## config.mk

```make
export PLATFORM = sky130hd
export DESIGN_NAME = vram_arbiter_flat
export DESIGN_NICKNAME = d
export VERILOG_FILES = /design/src/rtl/vram_pkg.sv /design/src/rtl/vram_arbiter_if.sv /design/src/rtl/vram_rd_pipe.sv /design/src/rtl/vram_arbiter.sv /design/src/flat_wrapper.sv
export SDC_FILE = /design/constraint.sdc
export NUM_CORES = 1
export LEC_CHECK = 0
export ABC_AREA = 1
export BUFFER_PORTS_ARGS = -buffer_cell sky130_fd_sc_hd__buf_4
export CORE_UTILIZATION = 40
export DETAILED_ROUTE_END_ITERATION = 10
export PLACE_DENSITY = 0.68
export SLEW_MARGIN = 15
export SYNTH_ARGS = -nofsm -noshare
export SYNTH_HDL_FRONTEND = slang
export SYNTH_SLANG_ARGS = --single-unit
export TNS_END_PERCENT = 30
```

## constraint.sdc

```tcl
create_clock -name clk_in -period 1.45 [get_ports clk_in]
set_input_delay 0.29 -clock clk_in [delete_from_list [all_inputs] [get_ports clk_in]]
set_output_delay 0.29 -clock clk_in [all_outputs]
set_load 0.01 [all_outputs]
```

## src/rtl/vram_pkg.sv

```systemverilog
// Shared widths, owner encoding and read-tag payload for the VRAM arbiter.
package vram_pkg;

  localparam int unsigned ADDR_W_DEF     = 13;
  localparam int unsigned DATA_W_DEF     = 16;
  localparam int unsigned STARVE_MAX_DEF = 4;
  localparam int unsigned STARVE_W       = 4;
  localparam int unsigned STALL_W        = 16;

  typedef enum logic {
    OWN_VGA = 1'b0,
    OWN_CPU = 1'b1
  } owner_e;

  typedef struct packed {
    logic   valid;
    owner_e owner;
  } rd_tag_t;

endpackage

```

## src/rtl/vram_arbiter_if.sv

```systemverilog
// Requester and RAM-side signals of the VRAM arbiter; slave = arbiter, master = requesters + RAM.
interface vram_arbiter_if
  import vram_pkg::*;
#(
  parameter int unsigned ADDR_W = ADDR_W_DEF,
  parameter int unsigned DATA_W = DATA_W_DEF
) ();

  logic              vga_req;
  logic [ADDR_W-1:0] vga_addr;
  logic              vga_gnt;
  logic              vga_rvalid;
  logic [DATA_W-1:0] vga_rdata;

  logic              cpu_req;
  logic              cpu_we;
  logic [ADDR_W-1:0] cpu_addr;
  logic [DATA_W-1:0] cpu_wdata;
  logic              cpu_gnt;
  logic              cpu_rvalid;
  logic [DATA_W-1:0] cpu_rdata;

  logic              mem_en;
  logic              mem_we;
  logic [ADDR_W-1:0] mem_addr;
  logic [DATA_W-1:0] mem_wdata;
  logic [DATA_W-1:0] mem_rdata;

  modport slave (
    input  vga_req, vga_addr, cpu_req, cpu_we, cpu_addr, cpu_wdata, mem_rdata,
    output vga_gnt, vga_rvalid, vga_rdata, cpu_gnt, cpu_rvalid, cpu_rdata,
    output mem_en, mem_we, mem_addr, mem_wdata
  );

  modport master (
    output vga_req, vga_addr, cpu_req, cpu_we, cpu_addr, cpu_wdata, mem_rdata,
    input  vga_gnt, vga_rvalid, vga_rdata, cpu_gnt, cpu_rvalid, cpu_rdata,
    input  mem_en, mem_we, mem_addr, mem_wdata
  );

endinterface

```

## src/rtl/vram_rd_pipe.sv

```systemverilog
// Two-deep {valid, owner} shift register aligning read tags with RAM read data.
module vram_rd_pipe
  import vram_pkg::*;
(
  input  logic    clk_in,
  input  logic    rst_in,
  input  rd_tag_t push,
  output rd_tag_t pop
);

  rd_tag_t s1_q;
  rd_tag_t s2_q;

  always_ff @(posedge clk_in or negedge rst_in) begin
    if (!rst_in) begin
      s1_q <= '0;
      s2_q <= '0;
    end else begin
      s1_q <= push;
      s2_q <= s1_q;
    end
  end

  assign pop = s2_q;

endmodule

```

## src/rtl/vram_arbiter.sv

```systemverilog
// Single-port VRAM arbiter: VGA scanout has priority, a starvation guard forces CPU slots,
// commands are registered and read data is routed back to its owner two cycles after grant.
module vram_arbiter
  import vram_pkg::*;
#(
  parameter int unsigned ADDR_W     = ADDR_W_DEF,
  parameter int unsigned DATA_W     = DATA_W_DEF,
  parameter int unsigned STARVE_MAX = STARVE_MAX_DEF
) (
  input  logic               clk_in,
  input  logic               rst_in,
  vram_arbiter_if.slave      bus,
  output logic [STALL_W-1:0] stall_cnt
);

  logic                force_cpu;
  logic                vga_win;
  logic                cpu_win;
  logic [STARVE_W-1:0] starve_q;
  logic [STALL_W-1:0]  stall_q;

  logic                cmd_en_q;
  logic                cmd_we_q;
  logic [ADDR_W-1:0]   cmd_addr_q;
  logic [DATA_W-1:0]   cmd_wdata_q;

  rd_tag_t             rd_push;
  rd_tag_t             rd_pop;
  logic                vga_hit;
  logic                cpu_hit;
  logic [DATA_W-1:0]   vga_hold_q;
  logic [DATA_W-1:0]   cpu_hold_q;

  // Same-cycle grant: VGA wins unless the CPU has waited STARVE_MAX cycles.
  assign force_cpu   = bus.cpu_req && (starve_q == STARVE_W'(STARVE_MAX));
  assign vga_win     = bus.vga_req && !force_cpu;
  assign cpu_win     = bus.cpu_req && !vga_win;
  assign bus.vga_gnt = vga_win;
  assign bus.cpu_gnt = cpu_win;

  // Command register feeding the RAM one cycle after the grant.
  always_ff @(posedge clk_in or negedge rst_in) begin
    if (!rst_in) begin
      cmd_en_q    <= 1'b0;
      cmd_we_q    <= 1'b0;
      cmd_addr_q  <= '0;
      cmd_wdata_q <= '0;
    end else begin
      cmd_en_q <= vga_win || cpu_win;
      cmd_we_q <= cpu_win && bus.cpu_we;
      if (vga_win) begin
        cmd_addr_q <= bus.vga_addr;
      end else if (cpu_win) begin
        cmd_addr_q  <= bus.cpu_addr;
        cmd_wdata_q <= bus.cpu_wdata;
      end
    end
  end

  assign bus.mem_en    = cmd_en_q;
  assign bus.mem_we    = cmd_we_q;
  assign bus.mem_addr  = cmd_addr_q;
  assign bus.mem_wdata = cmd_wdata_q;

  // Starvation guard and saturating stall statistics.
  always_ff @(posedge clk_in or negedge rst_in) begin
    if (!rst_in) begin
      starve_q <= '0;
      stall_q  <= '0;
    end else begin
      if (cpu_win || !bus.cpu_req) begin
        starve_q <= '0;
      end else if (starve_q != STARVE_W'(STARVE_MAX)) begin
        starve_q <= starve_q + STARVE_W'(1);
      end
      if (bus.cpu_req && !cpu_win && (stall_q != '1)) begin
        stall_q <= stall_q + STALL_W'(1);
      end
    end
  end

  assign stall_cnt = stall_q;

  // CPU writes never return data, so only reads are tagged.
  assign rd_push.valid = vga_win || (cpu_win && !bus.cpu_we);
  assign rd_push.owner = cpu_win ? OWN_CPU : OWN_VGA;

  vram_rd_pipe u_rd_pipe (
    .clk_in (clk_in),
    .rst_in (rst_in),
    .push   (rd_push),
    .pop    (rd_pop)
  );

  assign vga_hit = rd_pop.valid && (rd_pop.owner == OWN_VGA);
  assign cpu_hit = rd_pop.valid && (rd_pop.owner == OWN_CPU);

  // Each requester sees live RAM data on its own return and holds it otherwise.
  always_ff @(posedge clk_in or negedge rst_in) begin
    if (!rst_in) begin
      vga_hold_q <= '0;
      cpu_hold_q <= '0;
    end else begin
      if (vga_hit) vga_hold_q <= bus.mem_rdata;
      if (cpu_hit) cpu_hold_q <= bus.mem_rdata;
    end
  end

  assign bus.vga_rvalid = vga_hit;
  assign bus.cpu_rvalid = cpu_hit;
  assign bus.vga_rdata  = vga_hit ? bus.mem_rdata : vga_hold_q;
  assign bus.cpu_rdata  = cpu_hit ? bus.mem_rdata : cpu_hold_q;

endmodule

```

## src/flat_wrapper.sv

```systemverilog
// flat-port wrapper written by rule: the top's interface ports become plain ports
module vram_arbiter_flat import vram_pkg::*;
#(
  parameter int unsigned ADDR_W     = ADDR_W_DEF,
  parameter int unsigned DATA_W     = DATA_W_DEF,
  parameter int unsigned STARVE_MAX = STARVE_MAX_DEF
)
  (clk_in, rst_in, stall_cnt, bus_vga_req, bus_vga_addr, bus_cpu_req, bus_cpu_we, bus_cpu_addr, bus_cpu_wdata, bus_mem_rdata, bus_vga_gnt, bus_vga_rvalid, bus_vga_rdata, bus_cpu_gnt, bus_cpu_rvalid, bus_cpu_rdata, bus_mem_en, bus_mem_we, bus_mem_addr, bus_mem_wdata);
  vram_arbiter_if #(.ADDR_W(ADDR_W), .DATA_W(DATA_W)) bus_i ();
  input  logic clk_in;
  input  logic rst_in;
  output logic [STALL_W-1:0] stall_cnt;
  input wire logic [$bits(bus_i.vga_req)-1:0] bus_vga_req;
  input wire logic [$bits(bus_i.vga_addr)-1:0] bus_vga_addr;
  input wire logic [$bits(bus_i.cpu_req)-1:0] bus_cpu_req;
  input wire logic [$bits(bus_i.cpu_we)-1:0] bus_cpu_we;
  input wire logic [$bits(bus_i.cpu_addr)-1:0] bus_cpu_addr;
  input wire logic [$bits(bus_i.cpu_wdata)-1:0] bus_cpu_wdata;
  input wire logic [$bits(bus_i.mem_rdata)-1:0] bus_mem_rdata;
  output wire logic [$bits(bus_i.vga_gnt)-1:0] bus_vga_gnt;
  output wire logic [$bits(bus_i.vga_rvalid)-1:0] bus_vga_rvalid;
  output wire logic [$bits(bus_i.vga_rdata)-1:0] bus_vga_rdata;
  output wire logic [$bits(bus_i.cpu_gnt)-1:0] bus_cpu_gnt;
  output wire logic [$bits(bus_i.cpu_rvalid)-1:0] bus_cpu_rvalid;
  output wire logic [$bits(bus_i.cpu_rdata)-1:0] bus_cpu_rdata;
  output wire logic [$bits(bus_i.mem_en)-1:0] bus_mem_en;
  output wire logic [$bits(bus_i.mem_we)-1:0] bus_mem_we;
  output wire logic [$bits(bus_i.mem_addr)-1:0] bus_mem_addr;
  output wire logic [$bits(bus_i.mem_wdata)-1:0] bus_mem_wdata;
  assign bus_i.vga_req = bus_vga_req;
  assign bus_i.vga_addr = bus_vga_addr;
  assign bus_i.cpu_req = bus_cpu_req;
  assign bus_i.cpu_we = bus_cpu_we;
  assign bus_i.cpu_addr = bus_cpu_addr;
  assign bus_i.cpu_wdata = bus_cpu_wdata;
  assign bus_i.mem_rdata = bus_mem_rdata;
  assign bus_vga_gnt = bus_i.vga_gnt;
  assign bus_vga_rvalid = bus_i.vga_rvalid;
  assign bus_vga_rdata = bus_i.vga_rdata;
  assign bus_cpu_gnt = bus_i.cpu_gnt;
  assign bus_cpu_rvalid = bus_i.cpu_rvalid;
  assign bus_cpu_rdata = bus_i.cpu_rdata;
  assign bus_mem_en = bus_i.mem_en;
  assign bus_mem_we = bus_i.mem_we;
  assign bus_mem_addr = bus_i.mem_addr;
  assign bus_mem_wdata = bus_i.mem_wdata;
  vram_arbiter #(.ADDR_W(ADDR_W), .DATA_W(DATA_W), .STARVE_MAX(STARVE_MAX)) u_core (.clk_in(clk_in), .rst_in(rst_in), .bus(bus_i), .stall_cnt(stall_cnt));
endmodule
```

# ---- Word-level counts from Yosys, hierarchy flattened
# Index checks and enable logic that the tools add are counted.
dict set report classes {
  reduce_logical 20
  n_eq_ne 3
  n_bitwise 2
  add_sub_neg 2
  n_mux 7
}
# operator count
set op_table {}
lappend op_table {{16-bit 2-to-1 mux} 2}
lappend op_table {{13-bit 2-to-1 mux} 2}
lappend op_table {{16-bit by 1-bit adder with 16-bit output, second input constant} 1}
lappend op_table {{16-bit inequality test, second input constant} 1}
lappend op_table {{1-bit logical AND} 9}
lappend op_table {{4-bit 2-to-1 mux} 2}
lappend op_table {{1-bit zero test} 5}
lappend op_table {{4-bit by 1-bit adder with 4-bit output, second input constant} 1}
lappend op_table {{4-bit by 3-bit equality test with 1-bit output, second input constant} 1}
lappend op_table {{4-bit by 3-bit inequality test with 1-bit output, second input constant} 1}
lappend op_table {{2-bit nonzero test} 2}
lappend op_table {{1-bit logical OR} 3}
lappend op_table {{1-bit NOT} 2}
lappend op_table {{2-bit AND reduction} 1}
lappend op_table {{1-bit 2-to-1 mux} 1}
dict set report totals {
  output_inout_bits 83
  inputBits 63
  register_bits 87
  wordCells 46
}

# ---- Depth between registers and ports, before layout
# Gate-level depths: netlist of run 1.
dict set report depth {
  word_depth 9
  depth_mapped 9
  mapped_depth_nobuf 8
}

# ---- Modules after synthesis
# A second synthesis of run 1 with hierarchy kept.
dict set report hier_totals {
  cells_unflattened 441
  hier_area_um2 3724.8
}
# mod seq_area_each_um2 area_per_inst_um2 n_inst cells_per_inst
set by_module_without_submodules {}
lappend by_module_without_submodules {vram_arbiter 2077.0 3624.7 1 437}
lappend by_module_without_submodules {vram_rd_pipe 100.1 100.1 1 4}

# ---- Worst setup path before layout of run 1
# No wires, ideal clock.
dict set report synth_path {
  kind {reg2reg}
  from {register u_core.stall_q[0], in the netlist u_core.stall_cnt[0]}
  to {register u_core.stall_q[5], in the netlist u_core.stall_cnt[5]}
  synth_period_minus_slack_ps 1558
  setup_slack_ps -108
  n_path_buf 1
  stages_incl_launch_ff 10
  required_ps 1334
  setup_time_ps 116
  arrival_time_ps 1442
  path_cell_list {dfrtp_1 ha_1 nand3_4 nor2_8 nand2_4 nor2_2 nor2_2 buf_4 nand2_1 nand2_1}
}
dict set report synth_between {
  elab_chain_cells 2
  elab_cells_between_ends 3
  cone_classes {add/sub (1); eq/ne (1); reduce/logical (1)}
}
# item line
set synth_rtl {}
lappend synth_rtl {{start, declared} vram_arbiter.sv:20} ;# logic [STALL_W-1:0] stall_q;
lappend synth_rtl {{start signal, assigned} vram_arbiter.sv:77} ;# stall_q <= stall_q + STALL_W'(1);
lappend synth_rtl {{branches (longest 2 deep; another with 16-bit by 1-bit adder with 16-bit output)} -}
# Parallel ways; which one is timed is not known.
# A chain may end at the register's enable or synchronous reset.

# ---- Worst setup path after layout of run 1
dict set report layout_path {
  from {register u_core.u_rd_pipe.s2_q (netlist bit u_core.u_rd_pipe.pop[0])}
  to {output bus_vga_rdata[5]}
}
dict set report layout_between {
  elab_chain_cells 3
}
# item line
set layout_rtl {}
lappend layout_rtl {{start, declared} vram_rd_pipe.sv:12} ;# rd_tag_t s2_q;
lappend layout_rtl {{start signal, assigned} vram_rd_pipe.sv:20} ;# s2_q <= s1_q;
lappend layout_rtl {{1-bit NOT} vram_arbiter.sv:95} ;# assign vga_hit = rd_pop.valid && (rd_pop.owner == OWN_VGA);
lappend layout_rtl {{1-bit logical AND} vram_arbiter.sv:95}
lappend layout_rtl {{16-bit 2-to-1 mux} vram_arbiter.sv:111} ;# assign bus.vga_rdata = vga_hit ? bus.mem_rdata : vga_hold_q;
lappend layout_rtl {{end, declared} flat_wrapper.sv:22} ;# output wire logic [$bits(bus_i.vga_rdata)-1:0] bus_vga_rdata;
# No other way between the ends.

==> metrics, run 1 <==
outcome finished, violations left; failing checks negative setup slack; core area just under 9000 um2; final setup fails 39; Buf+Inv Stages, Crit Path 3; DRT iter0 DRCs 58; ys async rst share 1.00; Starting Density 0.420; Inserted Diodes 0; CP Cell Sequence nor2_4 -> inv_4 -> buf_16 -> o21ai_2 -> buf_4; Post-Synthesis Cells 437; adder-cell share of the synthesized area 0.0101; top fanout value on the critical path 16; clock slew seen by the registers of the worst setup and hold paths roughly 0.090 ns; total gr overflow 0; Slew Viols, Final 0; Via-to-Cell Ratio 4.72; leakage power 3.12 nW; crit share post-route 1.20; relative slew slack 0.753; PwrDens 1130 nW/um2; Final Hold Viols 0; data arrival time of the worst path 1.45 ns; min-delay worst type input pin to flop; XOR/XNOR share of the synthesized area 0.0211; largest net degree at the start of global routing 34; Min Clock Period, post-route 1.74 ns; Total Die Area approximately 9700 um2; per-cell routed wire length 13.5 um; RePlAce Congestion 0.863; synthesized area between 3000 and 4000 um2; worst slew pin tran 0.371 ns; initial antenna violation count 0; Main synth FF type dfrtp_1; FMAX about 0.57 GHz; Area contributors post-synth dfrtp_1 58%, nand2_1 20%, o21ai_0 4.7%, inv_1 3.4%, nand3_1 2.7%; share of the synthesized area in the top cell type 0.583; Setup Crit Path Kind flop to primary output; Seq/Total Area, Yosys 0.583; worst clock skew 0.0164 ns; Die Span X 98.6 um; Clock Sinks 87; CP max-delay cell dfrtp_1; Worst-Skew Late Latency 0.35 ns; synthesized area per cell 8.54 um2; Die Span Y just under 100 um; DP HPWL 6820 um; CTS Buf Count 9; H-tree Lvls 3; Crit path largest cell delay 0.42 ns; port bufs 145; Final Cell Area around 5800 um2; RSZ-0062 raised after global routing true; Root Driver clkbuf_8; commonest cells after routing, fill and taps aside 184 x nand2_1, 167 x buf_4, 84 x dfrtp_1; DP Area 5220 um2; DRT Pass-1 Iters 4; CP endpoint kind primary output; GRT Total Usage 0.203; routed via count 3472; cell taking the most area after synthesis dfrtp_1; post-synthesis compound-gate area fraction 0.0513; TritonCTS clock tree built; Post-Syn Nets 503; largest family of logic cells by synthesized area simple AND/OR/NAND/NOR gates; DRT antenna net count 0; maximum capacitance violations 0; CP Launch Type flop; most common cell after layout, fill and taps aside nand2_1; clock buffer depth 2; first-pass GRT wire length 15800 um; NumNets Final 688; vias in the first global route 3377; placement row count 34; DRC violations left 0; Synth Area in Simple Gates 0.279; slack of the critical path -0.291 ns; Area Growth Syn to Fin 56.7%; final wirelength about 10000 um; Setup WS pre-CTS -0.0979 ns; cell family with most CP delay flip-flops; Yosys reg bits 87; Unique masters post-synth 23; Critical Path RT 1.16 ns; Ports between 100 and 150; mux cell area share after synthesis 0; number of synthesized flops with an enable pin 0; layout cells sized above 1 0.421; setup slack, reg-to-reg -0.02 ns; Ys Warns 0; Peak VDD IR approximately 0.75 mV
==> final timing paths <==
kind,startpoint,endpoint,depth (start not counted)
worst max-delay path,u_core.u_rd_pipe.pop[0],bus_vga_rdata[5],5
worst min register to register,u_core.u_rd_pipe.s1_q[1],u_core.u_rd_pipe.pop[1],0
max in group asynchronous,rst_in,u_core.bus.mem_addr[11],3
worst min-delay path,bus_cpu_wdata[8],u_core.bus.mem_wdata[8],3
worst max register to register,u_core.starve_q[0],u_core.bus.mem_addr[10],10
min in group asynchronous,rst_in,u_core.bus.mem_addr[3],2
==> what timing repair did <==
action | 4_1_cts | 5_1_grt
endpoints found under the hold margin | 22 | 0
setup endpoints to repair | 36 | 81
buffers inserted | 4 | 3
gates resized for setup | 58 | 42
cloned | 1 | 2
pin swaps | 3 | 5
hold buffers | 1 | 0
==> worst reg2reg max path: stages, from the launching register on <==
cell	delay, ns
dfrtp_1	0.36
inv_1	0.05
ha_1	0.19
nand4_1	0.10
nand2_2	0.09
nand2_2	0.09
inv_2	0.05
buf_6	0.12
buf_12	0.15
nand2_2	0.07
nand3_1	0.08
==> cell usage after synthesis (4+ instances only) <==
cell type	count
buf_2	4
clkbuf_1	8
dfrtp_1	87
inv_1	34
nand2_1	194
nand3_1	20
nand4_1	4
nor2_1	22
nor2_2	4
o21ai_0	35
xnor2_1	4
xor2_1	5
==> cell families after synthesis <==
kind of cell,after synthesis
simple gates,251
flops,87
buf+inv,51
compound gates,36
xor+xnor,9
fa+ha+maj,3
==> report_power, final <==
group / internal, mW / switching (mW)
registers: 2.72 / 0.175
clock network: 1.15 / 0.870
logic: 0.868 / 0.803
==> final cells by class <==
| type | count | area, um2 |
|---|---|---|
| clock buffer | 11 | 131 |
| clock inverter | 5 | 104 |
| sequential | 87 | 2180 |
| inverter | 37 | 141 |
| timing repair buffer | 188 | 1590 |
| tap | 108 | 135 |
| multi-input combinational | 299 | 1570 |
| fill | 736 | 3040 |
==> per-layer routing <==
| layer | track usage | wire [um] | up-vias |
|---|---|---|---|
| li1 | - | - | 1725 |
| met1 | 0.254 | 4290 | 1656 |
| met2 | 0.361 | 5240 | 79 |
| met3 | 0.0319 | 296 | 12 |
| met4 | 0.0631 | 136 | 0 |
| met5 | 0 | 0 | - |
==> sequential cells by signal, indices dropped and copies added, names as in the netlist, 2 cells and up <==
| signal | count |
|---|---|
| u_core.bus.mem_wdata | 16 |
| u_core.cpu_hold_q | 16 |
| u_core.stall_cnt | 16 |
| u_core.vga_hold_q | 16 |
| u_core.bus.mem_addr | 13 |
| u_core.starve_q | 4 |
| u_core.u_rd_pipe.pop | 2 |
| u_core.u_rd_pipe.s1_q | 2 |
==> stage by stage <==
stage                     hold slack [ns]  power (mW)  TNS (ns)  utilization  instances
after global routing                0.122        6.92    -14.58        0.658        735
after global placement              0.227        4.34   -0.0606        0.587        708
after CTS                           0.117        6.53     -9.14        0.633        730
after detailed placement            0.236        4.38    -0.314        0.587        708
after floorplan                  -0.00559        3.49    -0.744            -        437
final                               0.133        6.58     -8.87        0.658        735
(Power assumes the default switching activity.)
==> run 2: changes to the inputs <==
--- a/config.mk
+++ b/config.mk
@@ -9,7 +9,7 @@
 export BUFFER_PORTS_ARGS = -buffer_cell sky130_fd_sc_hd__buf_4
 export CORE_UTILIZATION = 40
 export DETAILED_ROUTE_END_ITERATION = 10
-export PLACE_DENSITY = 0.68
+export PLACE_DENSITY = 0.66
 export SLEW_MARGIN = 15
 export SYNTH_ARGS = -nofsm -noshare
 export SYNTH_HDL_FRONTEND = slang
==> constraint.sdc (replaced) <==
create_clock -name clk_in -period 2.12 [get_ports clk_in]
set_input_delay 0.424 -clock clk_in [delete_from_list [all_inputs] [get_ports clk_in]]
set_output_delay 0.424 -clock clk_in [all_outputs]
set_load 0.01 [all_outputs]
==> run 2 against run 1 <==
The run now ends clean. Critical endpoint is now bus_cpu_gnt. Power shrank 39%. Global-route usage shrank 2.0 points. Design area shrank 12%. Non-clock buffer count shrank 36. Via count shrank 6.9%. Core utilization shrank 7.7 points. Sequential cell count is the same. Combinational power shrank 48%.
==> metrics, run 2 (same netlist as run 1, synthesis figures left out) <==
Slew Viols, Final 0; R2R depth 7; Total Die Area 9720 um2; Hold Slack 0.0203 ns; DP HPWL 6300 um; GRT Total Usage 0.183; final wirelength 8670 um; clock network fraction of design power 0.292; Final Cell Area 5170 um2; Inserted Diodes 0; r2r endpoint u_core.stall_cnt[1]; Comb power frac 0.217; maximum capacitance violations 0; clock slew seen by the registers of the worst setup and hold paths 0.08 ns; Cell Int Power 2.90 mW; DRT antenna net count 0; first-pass GRT wire length 14300 um; min-delay worst type input pin to asynchronous set/reset pin; commonest cells after routing, fill and taps aside 194 x nand2_1, 150 x buf_4, 87 x dfrtp_1; CP startpoint u_core.starve_q[0]; CTS Buf Count 9; cts hold-fix bufs 0; placement row count 34; fin cells 699; switching share of power 0.282; crit share post-route 0.926; initial antenna violation count 0; CP endpoint kind primary output; top fanout value on the critical path 11; FF-to-FF Start u_core.stall_cnt[1]; clock buffer depth 2; NumNets Final 652; Min Clock Period, post-route 1.96 ns; PwrDens 783 nW/um2; layout cells sized above 1 0.305; largest net degree at the start of global routing 56; H-tree Lvls 3; Area Growth Syn to Fin 38.4%; total gr overflow 0; final setup fails 0; DP Area 4950 um2; Setup Crit Path Kind flop to primary output; vias in the first global route 3040; most common cell after layout, fill and taps aside nand2_1; multi-input combinational cell area ~1300 um2; total power roughly 4 mW; FILL cells 812; Seq pwr share 0.491; Final Hold Viols 0; Peak VDD IR 0.320 mV; TritonCTS clock tree built; outcome finished clean; RSZ-0062 raised after global routing true; setup slack, reg-to-reg just over 0.4 ns; leakage power 2.80 nW; Worst-Skew Late Latency 0.34 ns; Root Driver clkbuf_8; Setup crit end bus_cpu_gnt; switching power about 1.1 mW; DRT Pass-1 Iters 4; per-cell routed wire length 12.4 um; relative slew slack 0.605; Starting Density 0.420; DRC violations left 0; Clock Sinks 87; CP Launch Type flop; worst slew pin tran 0.591 ns; Critical Path RT around 1.7 ns; RePlAce Congestion about 0.78; DRT iter0 DRCs 85; placed cell count 683; Die Span Y 98.6 um; Die Span X 98.6 um; Ports between 100 and 150; FMAX roughly 0.51 GHz; data arrival time of the worst path 1.54 ns; port bufs 145; Via-to-Cell Ratio roughly 4.6; core area just under 9000 um2; routed via count about 3200; worst clock skew 0.0101 ns; Sequential Area 2180 um2
==> run 2: cell count changes in the layout (fill, tap and decap cells not counted), sizes merged <==
cell,change
bufinv,-2
clkbuf,-1
dlygate4sd3,-1
clkinvlp,+2
inv,-1
buf,-33
==> run 2: area by class of cell <==
type | instances | share of cell area
repair buffers | 152 | 0.224
multi-input cells | 299 | 0.261
clock buffers | 12 | 0.0300
inverters | 37 | 0.0274
clock inverters | 4 | 0.0104
well taps | 108 | 0.0261
flip-flops and latches | 87 | 0.421
==> run 2: layer usage <==
layer	routed length [um]	vias up	part of all wire	GRT usage
li1	-	1650	-	-
met1	4090	1472	0.47	0.246
met2	4050	95	0.47	0.294
met3	361	15	0.042	0.0291
met4	180	0	0.021	0.0815
met5	0	-	0	0
==> run 2: critical path: stages, from the launching register on <==
cell,delay (ns)
dfrtp_1,0.42
inv_1,0.08
ha_1,0.14
nand4_1,0.11
nand2_1,0.13
nand2_2,0.09
inv_4,0.11
buf_4,0.13
==> run 2: repair_timing <==
action,CTS,global route
setup buffers,0,0
endpoints found under the setup margin,0,17
resized for setup,0,10
==> run 2: how the worst min path moves through the flow <==
stage | endpoint | cells past startpoint
floorplan | u_core.bus.mem_addr[0] | 0
global placement | u_core.u_rd_pipe.pop[0] | 0
detailed placement | u_core.u_rd_pipe.pop[1] | 0
CTS | u_core.vga_hold_q[7] | 1
global route | u_core.vga_hold_q[7] | 1
finish | u_core.vga_hold_q[7] | 1
==> run 2: power groups by stage <==
stage          Sequential [mW]  Combinational [mW]  Clock (mW)
6_report                  1.99               0.876        1.18
5_1_grt                   2.01               0.967        1.29
4_1_cts                   1.99               0.888        1.23
3_5_place_dp              2.02               0.886           0
3_3_place_gp              2.01               0.868           0
2_1_floorplan             2.04               0.334           0
==> run 2: stage by stage <==
stage                      TNS [ns]  utilization  setup slack [ns]
after floorplan                   0            -             0.481
after global placement            0        0.557             0.482
after detailed placement          0        0.557             0.427
after CTS                         0        0.581            0.0642
after global routing      -0.000736        0.581         -0.000736
final                             0        0.581             0.157
==> run 3: changes to the inputs <==
--- a/config.mk
+++ b/config.mk
@@ -13,5 +13,6 @@
 export SLEW_MARGIN = 15
 export SYNTH_ARGS = -nofsm -noshare
 export SYNTH_HDL_FRONTEND = slang
+export SYNTH_HIERARCHICAL = 1
 export SYNTH_SLANG_ARGS = --single-unit
 export TNS_END_PERCENT = 30
==> run 3 against run 2 <==
The run now ends with design-rule violations left. Maximum frequency is 3.4% lower. Core utilization is 0.20 points lower. Hold slack worse by 0.00075 ns. Sequential cell count stayed put. Synthesized cell count is 0.92% higher. Combinational power is 5.6% higher. Worst setup slack worse by 0.069 ns. Power is 1.2% higher. Routed wire length is 5.0% higher. Count of clock-buffer cells in the layout stayed put. Clock power hardly changed. Design area is 0.82% lower. Critical endpoint is now bus_vga_gnt. Largest power group unchanged. Highest routed layer unchanged.
==> metrics, run 3 <==
outcome finished, violations left; failing checks design-rule violations; FMAX between 0.4 and 0.5 GHz; Yosys reg bits 87; global routing's busiest layer met2; Setup Fix Bufs, Post-CTS 0; met3 Resource Use GR 0.0411; Worst-Skew Late Latency 0.34 ns; routed via count approximately 3300; commonest cells in the netlist 195 x nand2_1, 87 x dfrtp_1, 41 x o21ai_0, 38 x inv_1, 22 x nor2_1; CTS Buf Count 9; Seq/Total Area, Yosys 0.584; total gr overflow 0; relative slew slack 0.667; commonest cells after routing, fill and taps aside 195 x nand2_1, 150 x buf_4, 87 x dfrtp_1; DP Area slightly below 5000 um2; Post-Synthesis Cells around 440; count leader, synth nand2_1; Area Growth Syn to Fin 37.6%; port bufs 145; Unique masters post-synth 22; Starting Density 0.421; Clock Sinks 87; Hold Slack 0.0196 ns; synthesized area per cell 8.45 um2; Root Driver clkbuf_8; H-tree Lvls 3; Ports 146; DRC violations left 12; first-pass GRT wire length 15100 um; top fanout value on the critical path 15; Area contributors post-synth dfrtp_1 58%, nand2_1 20%, o21ai_0 5.5%, inv_1 3.8%, nand3_1 2.6%; Ys Warns 6; Final Cell Area 5130 um2; DRT Pass-1 Iters 7; initial antenna violation count 0; min-delay worst type input pin to asynchronous set/reset pin; M1 GR Usage 0.256; GRT Total Usage 0.194; layout cells sized above 1 0.296; CP endpoint kind primary output; fin util 0.579; vias in the first global route 3215; Min Clock Period, post-route 2.03 ns; PwrDens 798 nW/um2; Inserted Diodes 0; most common cell after layout, fill and taps aside nand2_1; Seq pwr share 0.487; cell taking the most area after synthesis dfrtp_1; final setup fails 0; Total Die Area 9700 um2; clock slew seen by the registers of the worst setup and hold paths 0.09 ns; worst clock skew about 0.0098 ns; synthesized area between 3000 and 4000 um2; TritonCTS clock tree built; ys async rst share 1.00; Comb power frac 0.226; Die Span Y 98.5 um; worst slew pin tran 0.498 ns; clock buffer depth 2; switching share of power 0.291; core area approximately 9000 um2; RSZ-0062 raised after global routing true; share of the synthesized area in the top cell type 0.584; per-cell routed wire length 13.0 um; Post-Syn Nets 507; Setup Crit Path Kind flop to primary output; DRT antenna net count 0; DRT iter0 DRCs 123; CP Launch Type flop; Peak VDD IR 0.333 mV; final wirelength 9110 um; Slew Viols, Final 0; Critical Path RT roughly 1.7 ns; R2R depth 9; setup_tns 0 ns; placement row count 34; Cell Int Power 2.90 mW; Final Hold Viols 0; switching power 1.19 mW; largest net degree at the start of global routing 37; Die Span X 98.5 um; maximum capacitance violations 0; clock network fraction of design power 0.287; Main synth FF type dfrtp_1; number of synthesized flops with an enable pin 0; RePlAce Congestion 0.779; DP HPWL roughly 6600 um; NumNets Final 655; data arrival time of the worst path 1.61 ns; leakage power 2.76 nW; Via-to-Cell Ratio 4.74; crit share post-route 0.958; met2 Track Usage GR 0.322
run 3: changes by cell type after synthesis, sizes merged, moves of 2 or more:
| cell | delta |
|---|---|
| inv | +4 |
| clkbuf | -2 |
| o21ai | +5 |
| xnor2 | -3 |
| buf | +3 |
| nor2 | -3 |
run 3: critical path: stages, from the launching register on:
cell and delay (ns):
dfrtp_1 0.39, inv_1 0.06, ha_1 0.21, nand4_2 0.11, nand2_2 0.08, inv_2 0.23, buf_4 0.18
run 3: path summary, 6_finish.rpt:
check | start | to | slack (ns)
worst max-delay path | u_core/starve_q[0] | bus_vga_gnt | 0.09
worst min-delay path | rst_in | u_core/cpu_hold_q[6] | 0.02
worst max register to register | u_core/stall_cnt[0] | u_core/stall_cnt[6] | 0.32
worst min register to register | u_core/u_rd_pipe/s1_q[1] | u_core/u_rd_pipe/pop[1] | 0.35
max in group asynchronous | rst_in | u_core/vga_hold_q[8] | 1.43
min in group clk_in | bus_cpu_wdata[9] | u_core/bus.mem_wdata[9] | 0.27
run 3: routing by layer:
metal / vias up / part of all wire
met3: 17 / 0.048
met1: 1544 / 0.44
li1: 1660 / -
met5: - / 0
met2: 106 / 0.49
met4: 0 / 0.018
run 3: area by class of cell:
| class | instances | area [um2] |
|---|---|---|
| Multi-Input combinational cell | 298 | 1300 |
| Timing Repair Buffer | 152 | 1160 |
| Tap cell | 108 | 135 |
| Sequential cell | 87 | 2180 |
| Fill cell | 821 | 3720 |
| Clock inverter | 4 | 53.8 |
| Clock buffer | 12 | 145 |
| Inverter | 41 | 156 |
run 3: power groups by stage:
stage          clock (mW)  sequential (mW)  combinational [mW]
3_5_place_dp            0             2.02               0.930
5_1_grt              1.28             2.02                1.03
4_1_cts              1.21             1.99               0.930
2_1_floorplan           0             2.06               0.355
3_3_place_gp            0             2.02               0.912
6_report             1.18             1.99               0.925
run 3: metrics by stage:
stage	setup slack, ns	total power [mW]	std cells
5_1_grt	-0.0238	4.33	702
4_1_cts	0.0204	4.13	702
3_3_place_gp	0.444	2.93	686
3_5_place_dp	0.360	2.95	686
2_1_floorplan	0.481	2.41	441
6_report	0.0887	4.09	702
run 3: cells by family after synthesis:
logic type,share of synthesized area
adders and majority gates,0.0101
DFF,0.584
AOI/OAI and AO/OA,0.0551
buffers and inverters,0.0662
xor gates and xnor gates,0.0165
and+or+nand+nor,0.268
run 3: repair_timing:
item,4_1_cts,5_1_grt
hold buffers,0,0
setup endpoints to repair,0,18
resized for setup,0,17
